**src/rtl/fir_mac_accumulator.sv**
```systemverilog
// fir_mac_accumulator: per-beat LANES-way I/Q sum, GROUPS-beat accumulation, scaled valid/ready output.
// Define FIR_MAC_ACC_SAT_EN for round-half-up plus saturation (sat_hit); default truncates and wraps.
module fir_mac_accumulator #(
    parameter int P_WIDTH   = 52,
    parameter int LANES     = 5,
    parameter int GROUPS    = 3,
    parameter int ACC_WIDTH = 56,
    parameter int OUT_WIDTH = 24,
    parameter int OUT_SHIFT = 26
) (
    input  logic                       clk,
    input  logic                       reset,
    input  logic                       in_valid,
    input  logic                       in_last,
    input  logic [P_WIDTH*LANES-1:0]   prod_i,
    input  logic [P_WIDTH*LANES-1:0]   prod_q,
    output logic                       out_valid,
    input  logic                       out_ready,
    output logic [OUT_WIDTH-1:0]       out_i,
    output logic [OUT_WIDTH-1:0]       out_q,
    output logic                       err_frame,
    output logic                       overrun,
    output logic                       sat_hit
);
    localparam int CW = GROUPS > 1 ? $clog2(GROUPS) : 1;
    localparam logic [CW-1:0] LAST_CNT = CW'(GROUPS - 1);

    logic signed [ACC_WIDTH-1:0] w_sum_i, w_sum_q, r_s1_i, r_s1_q;
    logic signed [ACC_WIDTH-1:0] r_acc_i, r_acc_q, w_new_i, w_new_q;
    logic                        r_s1_valid, r_s1_last, r_res_valid;
    logic [CW-1:0]               r_cnt;
    logic [OUT_WIDTH-1:0]        w_res_i, w_res_q, r_res_i, r_res_q;
    logic                        w_sat;

    always_comb begin
        w_sum_i = '0;
        w_sum_q = '0;
        for (int k = 0; k < LANES; k++) begin
            w_sum_i = w_sum_i + {{(ACC_WIDTH-P_WIDTH){prod_i[k*P_WIDTH+P_WIDTH-1]}}, prod_i[k*P_WIDTH +: P_WIDTH]};
            w_sum_q = w_sum_q + {{(ACC_WIDTH-P_WIDTH){prod_q[k*P_WIDTH+P_WIDTH-1]}}, prod_q[k*P_WIDTH +: P_WIDTH]};
        end
    end

    assign w_new_i = r_acc_i + r_s1_i;
    assign w_new_q = r_acc_q + r_s1_q;

`ifdef FIR_MAC_ACC_SAT_EN
    localparam logic signed [ACC_WIDTH-1:0] RND  = ACC_WIDTH'(1) << (OUT_SHIFT - 1);
    localparam logic signed [ACC_WIDTH-1:0] MAXV = ACC_WIDTH'((longint'(1) <<< (OUT_WIDTH - 1)) - 1);
    localparam logic signed [ACC_WIDTH-1:0] MINV = -MAXV - 1;

    // Returns {clamped, value}.
    function automatic logic [OUT_WIDTH:0] scale(input logic signed [ACC_WIDTH-1:0] a);
        logic signed [ACC_WIDTH-1:0] s;
        s = (a + RND) >>> OUT_SHIFT;
        return s > MAXV ? {1'b1, MAXV[OUT_WIDTH-1:0]} :
               s < MINV ? {1'b1, MINV[OUT_WIDTH-1:0]} : {1'b0, s[OUT_WIDTH-1:0]};
    endfunction

    logic w_sat_i, w_sat_q;
    assign {w_sat_i, w_res_i} = scale(w_new_i);
    assign {w_sat_q, w_res_q} = scale(w_new_q);
    assign w_sat = w_sat_i | w_sat_q;
`else
    function automatic logic [OUT_WIDTH-1:0] scale(input logic signed [ACC_WIDTH-1:0] a);
        return OUT_WIDTH'(a >>> OUT_SHIFT);
    endfunction

    assign w_res_i = scale(w_new_i);
    assign w_res_q = scale(w_new_q);
    assign w_sat   = 1'b0;
`endif

    always_ff @(posedge clk) begin
        if (reset) begin
            r_s1_i      <= '0;
            r_s1_q      <= '0;
            r_s1_valid  <= 1'b0;
            r_s1_last   <= 1'b0;
            r_acc_i     <= '0;
            r_acc_q     <= '0;
            r_cnt       <= '0;
            r_res_valid <= 1'b0;
            r_res_i     <= '0;
            r_res_q     <= '0;
            out_valid   <= 1'b0;
            out_i       <= '0;
            out_q       <= '0;
            err_frame   <= 1'b0;
            overrun     <= 1'b0;
            sat_hit     <= 1'b0;
        end else begin
            r_s1_valid <= in_valid;
            r_s1_last  <= in_valid && in_last;
            if (in_valid) begin
                r_s1_i <= w_sum_i;
                r_s1_q <= w_sum_q;
                if (in_last) begin
                    err_frame <= err_frame | (r_cnt != LAST_CNT);
                    r_cnt     <= '0;
                end else if (r_cnt == LAST_CNT) begin
                    err_frame <= 1'b1;
                end else begin
                    r_cnt <= r_cnt + 1'b1;
                end
            end
            r_res_valid <= r_s1_valid && r_s1_last;
            if (r_s1_valid) begin
                r_acc_i <= r_s1_last ? '0 : w_new_i;
                r_acc_q <= r_s1_last ? '0 : w_new_q;
                if (r_s1_last) begin
                    r_res_i <= w_res_i;
                    r_res_q <= w_res_q;
                    sat_hit <= sat_hit | w_sat;
                end
            end
            // A pending result is dropped only when the held one is not being consumed.
            if (r_res_valid && (!out_valid || out_ready)) begin
                out_valid <= 1'b1;
                out_i     <= r_res_i;
                out_q     <= r_res_q;
            end else if (r_res_valid) begin
                overrun <= 1'b1;
            end else if (out_ready) begin
                out_valid <= 1'b0;
            end
        end
    end
endmodule

```
**config.mk**
```make
export PLATFORM = sky130hd
export DESIGN_NAME = fir_mac_accumulator
export DESIGN_NICKNAME = d
export VERILOG_FILES = /design/src/rtl/fir_mac_accumulator.sv
export SDC_FILE = /design/constraint.sdc
export NUM_CORES = 1
export LEC_CHECK = 0
export CAP_MARGIN = 25
export CELL_PAD_IN_SITES_DETAIL_PLACEMENT = 1
export CELL_PAD_IN_SITES_GLOBAL_PLACEMENT = 1
export CORE_AREA = 8 8 286 288
export CTS_CLUSTER_DIAMETER = 100
export DETAILED_ROUTE_END_ITERATION = 12
export DIE_AREA = 0 0 294 296
export PLACE_DENSITY_LB_ADDON = 0.1
export SYNTH_ARGS = -nofsm -noshare
export SYNTH_HDL_FRONTEND = slang
export SYNTH_SLANG_ARGS = --single-unit
```
**constraint.sdc**
```tcl
create_clock -name clk -period 8.4 [get_ports clk]
set_input_delay 0.84 -clock clk [delete_from_list [all_inputs] [get_ports clk]]
set_output_delay 0.84 -clock clk [all_outputs]
set_load 0.01 [all_outputs]
```
### Yosys cells after proc, flatten, opt, wreduce, memory -nomap -nowiden

Cells that the tools add are included.

* shift operators: 0
* mux-type cells: 9
* bitwise gates (word level): 2
* order comparisons: 0
* reduce and logical (&&, ||, !) cells: 12
* eq/ne operators: 4
* div/mod/pow operators: 0
* multiply operators: 0
* add/subtract/negate cells: 11

Operators by type and width (number)
* $add 55x52->56: 2
* $add 56x56->56: 2
* $mux 56: 2
* $add 54x52->55: 2
* $add 53x52->54: 2
* $add 52x52->53: 2
* $reduce_and 2->1: 5
* $mux 1: 5
* $mux 2: 2
* $ne 2x2->1 const B: 2
* $reduce_bool 2->1: 2
* $logic_and 1x1->1: 3
* $add 2x1->2 const B: 1
* $eq 2x2->1 const B: 1
* $ne 2x1->1 const B: 1
* $logic_not 1->1: 1
* $logic_or 1x1->1: 1
* $not 1->1: 1
* $or 1x1->1: 1

* bits in writable memories: 0
* output and inout port bits: 52
* register bits after elaboration: 328
* logic and storage cells: 53
* memories kept: 0
* input port bits: 525
* bits in read-only memories: 0
* bits in latches: 0

### Longest topological paths before layout

* depth after elaboration: 5
* gate-level depth with buffers: 19
* gate-level depth less buffers: 18

### Worst setup path before layout

Ideal clock, no wire load.

* path type: input to register
* from: input port prod_i[1]
* to: register r_s1_i[47]
* slack: 3.452 ns
* data required time: 8.337 ns
* data arrival time: 4.886 ns
* cell stages on the path: 17
* path through: inv_1 -> fa_1 -> fa_1 -> fa_1 -> inv_1 -> ha_1 -> fa_1 -> a21o_1 -> a21oi_2 -> o21ai_1 -> a221o_1 -> a31oi_1 -> nand3_1 -> a41oi_2 -> nor2_1 -> a2111o_1 -> nand3_1

* longest elaborated chain between the ends: 4

Ends and longest elaborated chain
* start, declared: line 15 `input logic [P_WIDTH*LANES-1:0] prod_i,`
* $add 52x52->53: line 39 `w_sum_i = w_sum_i + {{(ACC_WIDTH-P_WIDTH){prod_i[k*P_WIDTH+P_WIDTH-1]}}, prod_i[k*P_WIDTH +: P_WIDTH]};`
* $add 53x52->54: line 39
* $add 54x52->55: line 39
* $add 55x52->56: line 39
* end signal, assigned: line 96 `r_s1_i <= w_sum_i;`
* end, declared: line 28 `logic signed [ACC_WIDTH-1:0] w_sum_i, w_sum_q, r_s1_i, r_s1_q;`

Every way passes these cells.
A chain may end at the register's enable or synchronous reset.

### Worst setup path after layout

* from: input port prod_i[1]
* to: register r_s1_i[49]

The elaborated chain is that of the path after synthesis.

==> metrics.md <==
| Metric | Value |
|---|---|
| Status | finished, final reports clean |
| Number of gates resized after CTS | 0 |
| Synthesized-area fraction occupied by ao, oa, aoi and oai cells | 19.8% |
| Flip-flop cell with the highest count after synthesis | sky130_fd_sc_hd__dfxtp_1 |
| Adder-cell share of the synthesized area | between 20% and 30% |
| Number of synthesized flops with an enable pin | 0 |
| Leakage Power | about 19 nW |
| First-pass iteration count of the detailed router | 5 |
| Post-Syn Nets | slightly below 5000 |
| Number of hold violations in the final report | 0 |
| Synth cell types | 83 |
| Mean number of vias per cell | 5.00 |
| H-tree level count | 2 |
| Mean Syn Cell Area | 7.84 um2 |
| Switching power total | around 0.0045 W |
| Cell-internal power | ~0.0053 W |
| Total Routing Usage GR | 21.4% |
| Initial DRC Count | roughly 1100 |
| Layout Cells excl Fill | ~5400 |
| Netlist area before placement | 30500 um2 |
| Post-CTS Hold Fix Bufs | 0 |
| Overall overflow remaining after global route | 0 |
| Sequential share of the synthesized area | about 20% |
| Post-layout power | 0.00972 W |
| Post-route clock period utilization | between 60% and 70% |
| Cell-by-cell trace of the critical path | clkdlybuf4s50_1 > inv_1 > fa_1 > fa_1 > fa_1 > inv_1 > ha_1 > fa_1 > a21o_1 > a21oi_2 > o21ai_1 > a221o_1 > a31oi_1 > a21oi_1 > o21ai_0 > o21ai_0 > xnor2_1 > o21ai_0 |
| Portion of total power attributed to combinational logic | ~62% |
| Setup clock skew after layout | 0.0175 ns |
| Reported max-cap violation count | 0 |
| Synthesized flop and latch total | 304 |
| Sort of element at the end of the critical path | flop |
| Total of warnings raised by yosys | 0 |
| Switching part of the total power | 45.9% |
| Largest cells by area after synthesis | sky130_fd_sc_hd__dfxtp_1, sky130_fd_sc_hd__fa_1, sky130_fd_sc_hd__inv_1 |
| Die span in y | 296 um |
| Core area | around 77000 um2 |
| Max Freq | 176 MHz |
| Final slew viol count | 0 |
| Combinational family with the most area after synthesis | adder cells |
| HPWL reported at the end of detailed placement | 78.2 mm |
| Buffers & Inverters on Critical Path | 3 |
| Worst Reg-to-Reg Cells | 12 |
| Maximum fanout count along the critical path | 3 |
| Die width | between 200 and 300 um |
| Worst Max-Slew Pin Slew | 1.01 ns |
| Part of the total power dissipated in sequential elements | about a fifth |
| Number of global-route vias before repair | 29232 |
| Mux cell area share after synthesis | 1.18% |
| Slowest CP cell | sky130_fd_sc_hd__fa_1 |
| Num rows | slightly above 100 |
| Die area | between 80000 and 90000 um2 |
| Top Ports | 577 |
| Clock input transition at the sequential cells of the worst setup and hold paths | approximately 0.060 ns |
| Arrival time of the worst setup path | roughly 6.1 ns |
| Setup repair after global routing missed its margin | no |
| Top cell types by occurrence after synthesis | sky130_fd_sc_hd__inv_1, sky130_fd_sc_hd__nand2_1, sky130_fd_sc_hd__a21oi_1 |
| Final WL | around 95 mm |
| Clock Tree Buf Depth | 3 |
| Remaining antenna violation count after routing | 0 |
| Portion of total power attributed to the clock network | between 15 and 20% |
| Effective utilization at floorplan | between 30% and 40% |
| Number of input and output port buffers inserted | between 500 and 600 |
| Maximum number of pins on one net before global-route repair | 75 |
| Proportion of synthesized flip-flops having asynchronous set or reset | 0% |
| Number of vias after detailed routing | 27116 |
| Crit path kind | in2reg |
| Root Driver | sky130_fd_sc_hd__clkbuf_16 |
| Hold/Removal Path Class | reg2reg |
| Gate family responsible for the most delay along the worst path | compound AO/OA/AOI/OAI gates |
| Req. time, crit path | roughly 8.8 ns |
| Proportion of layout cells with a drive suffix above 1 | between 2 and 3% |
| Worst path max stage delay | ~0.56 ns |
| Clock tree from TritonCTS | done |
| Initial antenna violation count | 3 |
| Number of nets in the final layout | 5371 |
| Count of endpoints failing setup in the final report | 0 |
| Synthesized-area fraction occupied by xor and xnor cells | about 5.5% |
| Post-synthesis share of cell area spent on and, or, nand and nor gates | around an eighth |
| Wire length of the first global-routing pass | about 150 mm |
| Setup TNS Final | 0 ns |
| Clock latency at the later pin of the worst-skew pair | 0.56 ns |
| Area share of the leading cell type in the synthesized netlist | 19.9% |
| CP Depth | 18 |
| Startpoint types | primary input |
| Clock sinks | 304 |
| Slew headroom | between 30% and 40% |
| Most frequently used cell type in the post-synthesis netlist | sky130_fd_sc_hd__inv_1 |
| Worst hold path cell count | 2 |
| Post-Syn Instances | 3891 |
| TritonCTS Buffers | 37 |
| WL/cell | ~17 um |
| Crit-path most repeated cell | sky130_fd_sc_hd__fa_1 |
| Max VDD drop | 115 uV |
| Cell Area, Placed | between 30000 and 40000 um2 |
| Layout Area Growth over Synthesis | 25.5% |
| Cell type with the highest aggregate area in the netlist | sky130_fd_sc_hd__dfxtp_1 |
| Number of buffers inserted to repair setup after CTS | 0 |
| # DRC | 0 |
| RePlAce Congestion | between 0.8 and 0.9 |
| Final min period | about 5.7 ns |
| Cell Pwr Density | ~250 nW/um2 |
| Post-route cell area | about 38000 um2 |
| Post-placement cell count | roughly 5400 |
-- path summary, 6_finish.rpt --
| kind | start | endpoint | slack (ns) |
|---|---|---|---|
| worst max-delay path | prod_i[1] | r_s1_i[49]$_SDFFE_PP0P_ | 2.72 |
| worst min-delay path | r_res_i[18]$_SDFFE_PP0P_ | r_res_i[18]$_SDFFE_PP0P_ | 0.45 |
| worst max register to register | r_s1_i[0]$_SDFFE_PP0P_ | r_res_i[22]$_SDFFE_PP0P_ | 4.42 |
| worst min register to register | r_res_i[18]$_SDFFE_PP0P_ | r_res_i[18]$_SDFFE_PP0P_ | 0.45 |
-- registers in the layout, summed over array words and instances (netlist names) --
register	flops
r_acc_i	50
r_acc_q	50
r_s1_i	50
r_s1_q	50
out_i	24
out_q	24
r_res_i	24
r_res_q	24
r_cnt	2
err_frame	1
out_valid	1
overrun	1
r_res_valid	1
r_s1_last	1
r_s1_valid	1
-- worst register-to-register path, cell delays in order (launching register included) --
cell and delay [ns]:
sky130_fd_sc_hd__dfxtp_1 0.32, sky130_fd_sc_hd__ha_1 0.24, sky130_fd_sc_hd__fa_1 0.42, sky130_fd_sc_hd__a21o_1 0.17
sky130_fd_sc_hd__a21oi_1 0.31, sky130_fd_sc_hd__o21a_1 0.28, sky130_fd_sc_hd__nor4b_2 0.10, sky130_fd_sc_hd__o41ai_1 0.67
sky130_fd_sc_hd__a21oi_1 0.31, sky130_fd_sc_hd__a21oi_2 0.43, sky130_fd_sc_hd__o31ai_1 0.16, sky130_fd_sc_hd__xnor2_1 0.34
sky130_fd_sc_hd__o21ai_1 0.12
-- final cells by class --
| cell class | count | area, um2 |
|---|---|---|
| Fill cell | 9364 | 38700 |
| Multi-Input combinational cell | 2545 | 20500 |
| Clock inverter | 19 | 278 |
| Sequential cell | 304 | 6090 |
| Clock buffer | 49 | 1050 |
| Antenna cell | 2 | 5.00 |
| Timing Repair Buffer | 572 | 5690 |
| Inverter | 893 | 3350 |
| Tap cell | 1040 | 1300 |
-- power groups by stage --
stage / clock network [W] / logic [W] / registers [W]
3_3_place_gp: 0 / 0.00592 / 0.00199
2_1_floorplan: 0 / 0.00435 / 0.00186
3_5_place_dp: 0 / 0.00600 / 0.00200
6_report: 0.00173 / 0.00602 / 0.00197
4_1_cts: 0.00178 / 0.00605 / 0.00197
5_1_grt: 0.00183 / 0.00677 / 0.00199
-- routing by layer --
metal / vias to the layer above / part of all wire [%] / GRT usage [%] / routed length [um]
li1: 13427 / - / - / -
met1: 13129 / 46 / 27.8 / 43500
met2: 459 / 48 / 37.5 / 45300
met3: 99 / 4.3 / 3.38 / 4040
met4: 2 / 1.9 / 4.31 / 1820
met5: - / 0.013 / 0 / 12
-- kinds of logic after synthesis --
family | Yosys count
other cells | 1
flops | 304
buf+inv | 1042
xor+xnor | 191
compound gates | 944
fa+ha+maj | 493
mux | 36
simple gates | 880
-- cells in the final DEF (no fill, tap or decap), types with 8 or more instances in the layout --
master / instances
sky130_fd_sc_hd__inv_1: 893
sky130_fd_sc_hd__clkdlybuf4s50_1: 553
sky130_fd_sc_hd__nand2_1: 366
sky130_fd_sc_hd__a21oi_1: 338
sky130_fd_sc_hd__dfxtp_1: 303
sky130_fd_sc_hd__fa_1: 294
sky130_fd_sc_hd__nor2_1: 203
sky130_fd_sc_hd__ha_1: 199
sky130_fd_sc_hd__a21o_1: 146
sky130_fd_sc_hd__o21ai_0: 133
sky130_fd_sc_hd__xnor2_1: 122
sky130_fd_sc_hd__xor2_1: 69
sky130_fd_sc_hd__nor2b_1: 58
sky130_fd_sc_hd__nand3_1: 53
sky130_fd_sc_hd__nand4_1: 49
sky130_fd_sc_hd__o21bai_1: 46
sky130_fd_sc_hd__o21ai_1: 39
sky130_fd_sc_hd__nor3_1: 38
sky130_fd_sc_hd__clkbuf_16: 37
sky130_fd_sc_hd__mux2i_1: 35
sky130_fd_sc_hd__a22o_1: 35
sky130_fd_sc_hd__o21a_1: 33
sky130_fd_sc_hd__and3_1: 24
sky130_fd_sc_hd__a31oi_1: 23
sky130_fd_sc_hd__a211oi_1: 23
sky130_fd_sc_hd__and2_1: 17
sky130_fd_sc_hd__buf_4: 17
sky130_fd_sc_hd__o31ai_1: 15
sky130_fd_sc_hd__o211ai_1: 14
sky130_fd_sc_hd__nand2b_1: 11
sky130_fd_sc_hd__a211o_1: 10
sky130_fd_sc_hd__nor4_1: 10
sky130_fd_sc_hd__and4_1: 9
sky130_fd_sc_hd__clkinv_2: 8
sky130_fd_sc_hd__clkbuf_8: 8
-- stage by stage --
stage / util [%] / setup WS [ns] / hold slack, ns
after floorplan: - / 3.45 / 0.427
after global placement: 48.0 / 2.15 / 0.439
after detailed placement: 48.0 / 2.11 / 0.442
after CTS: 49.7 / 2.69 / 0.451
after global routing: 49.8 / 2.46 / 0.464
final: 49.8 / 2.72 / 0.448
Note: power is estimated with default switching activity, not from simulation.
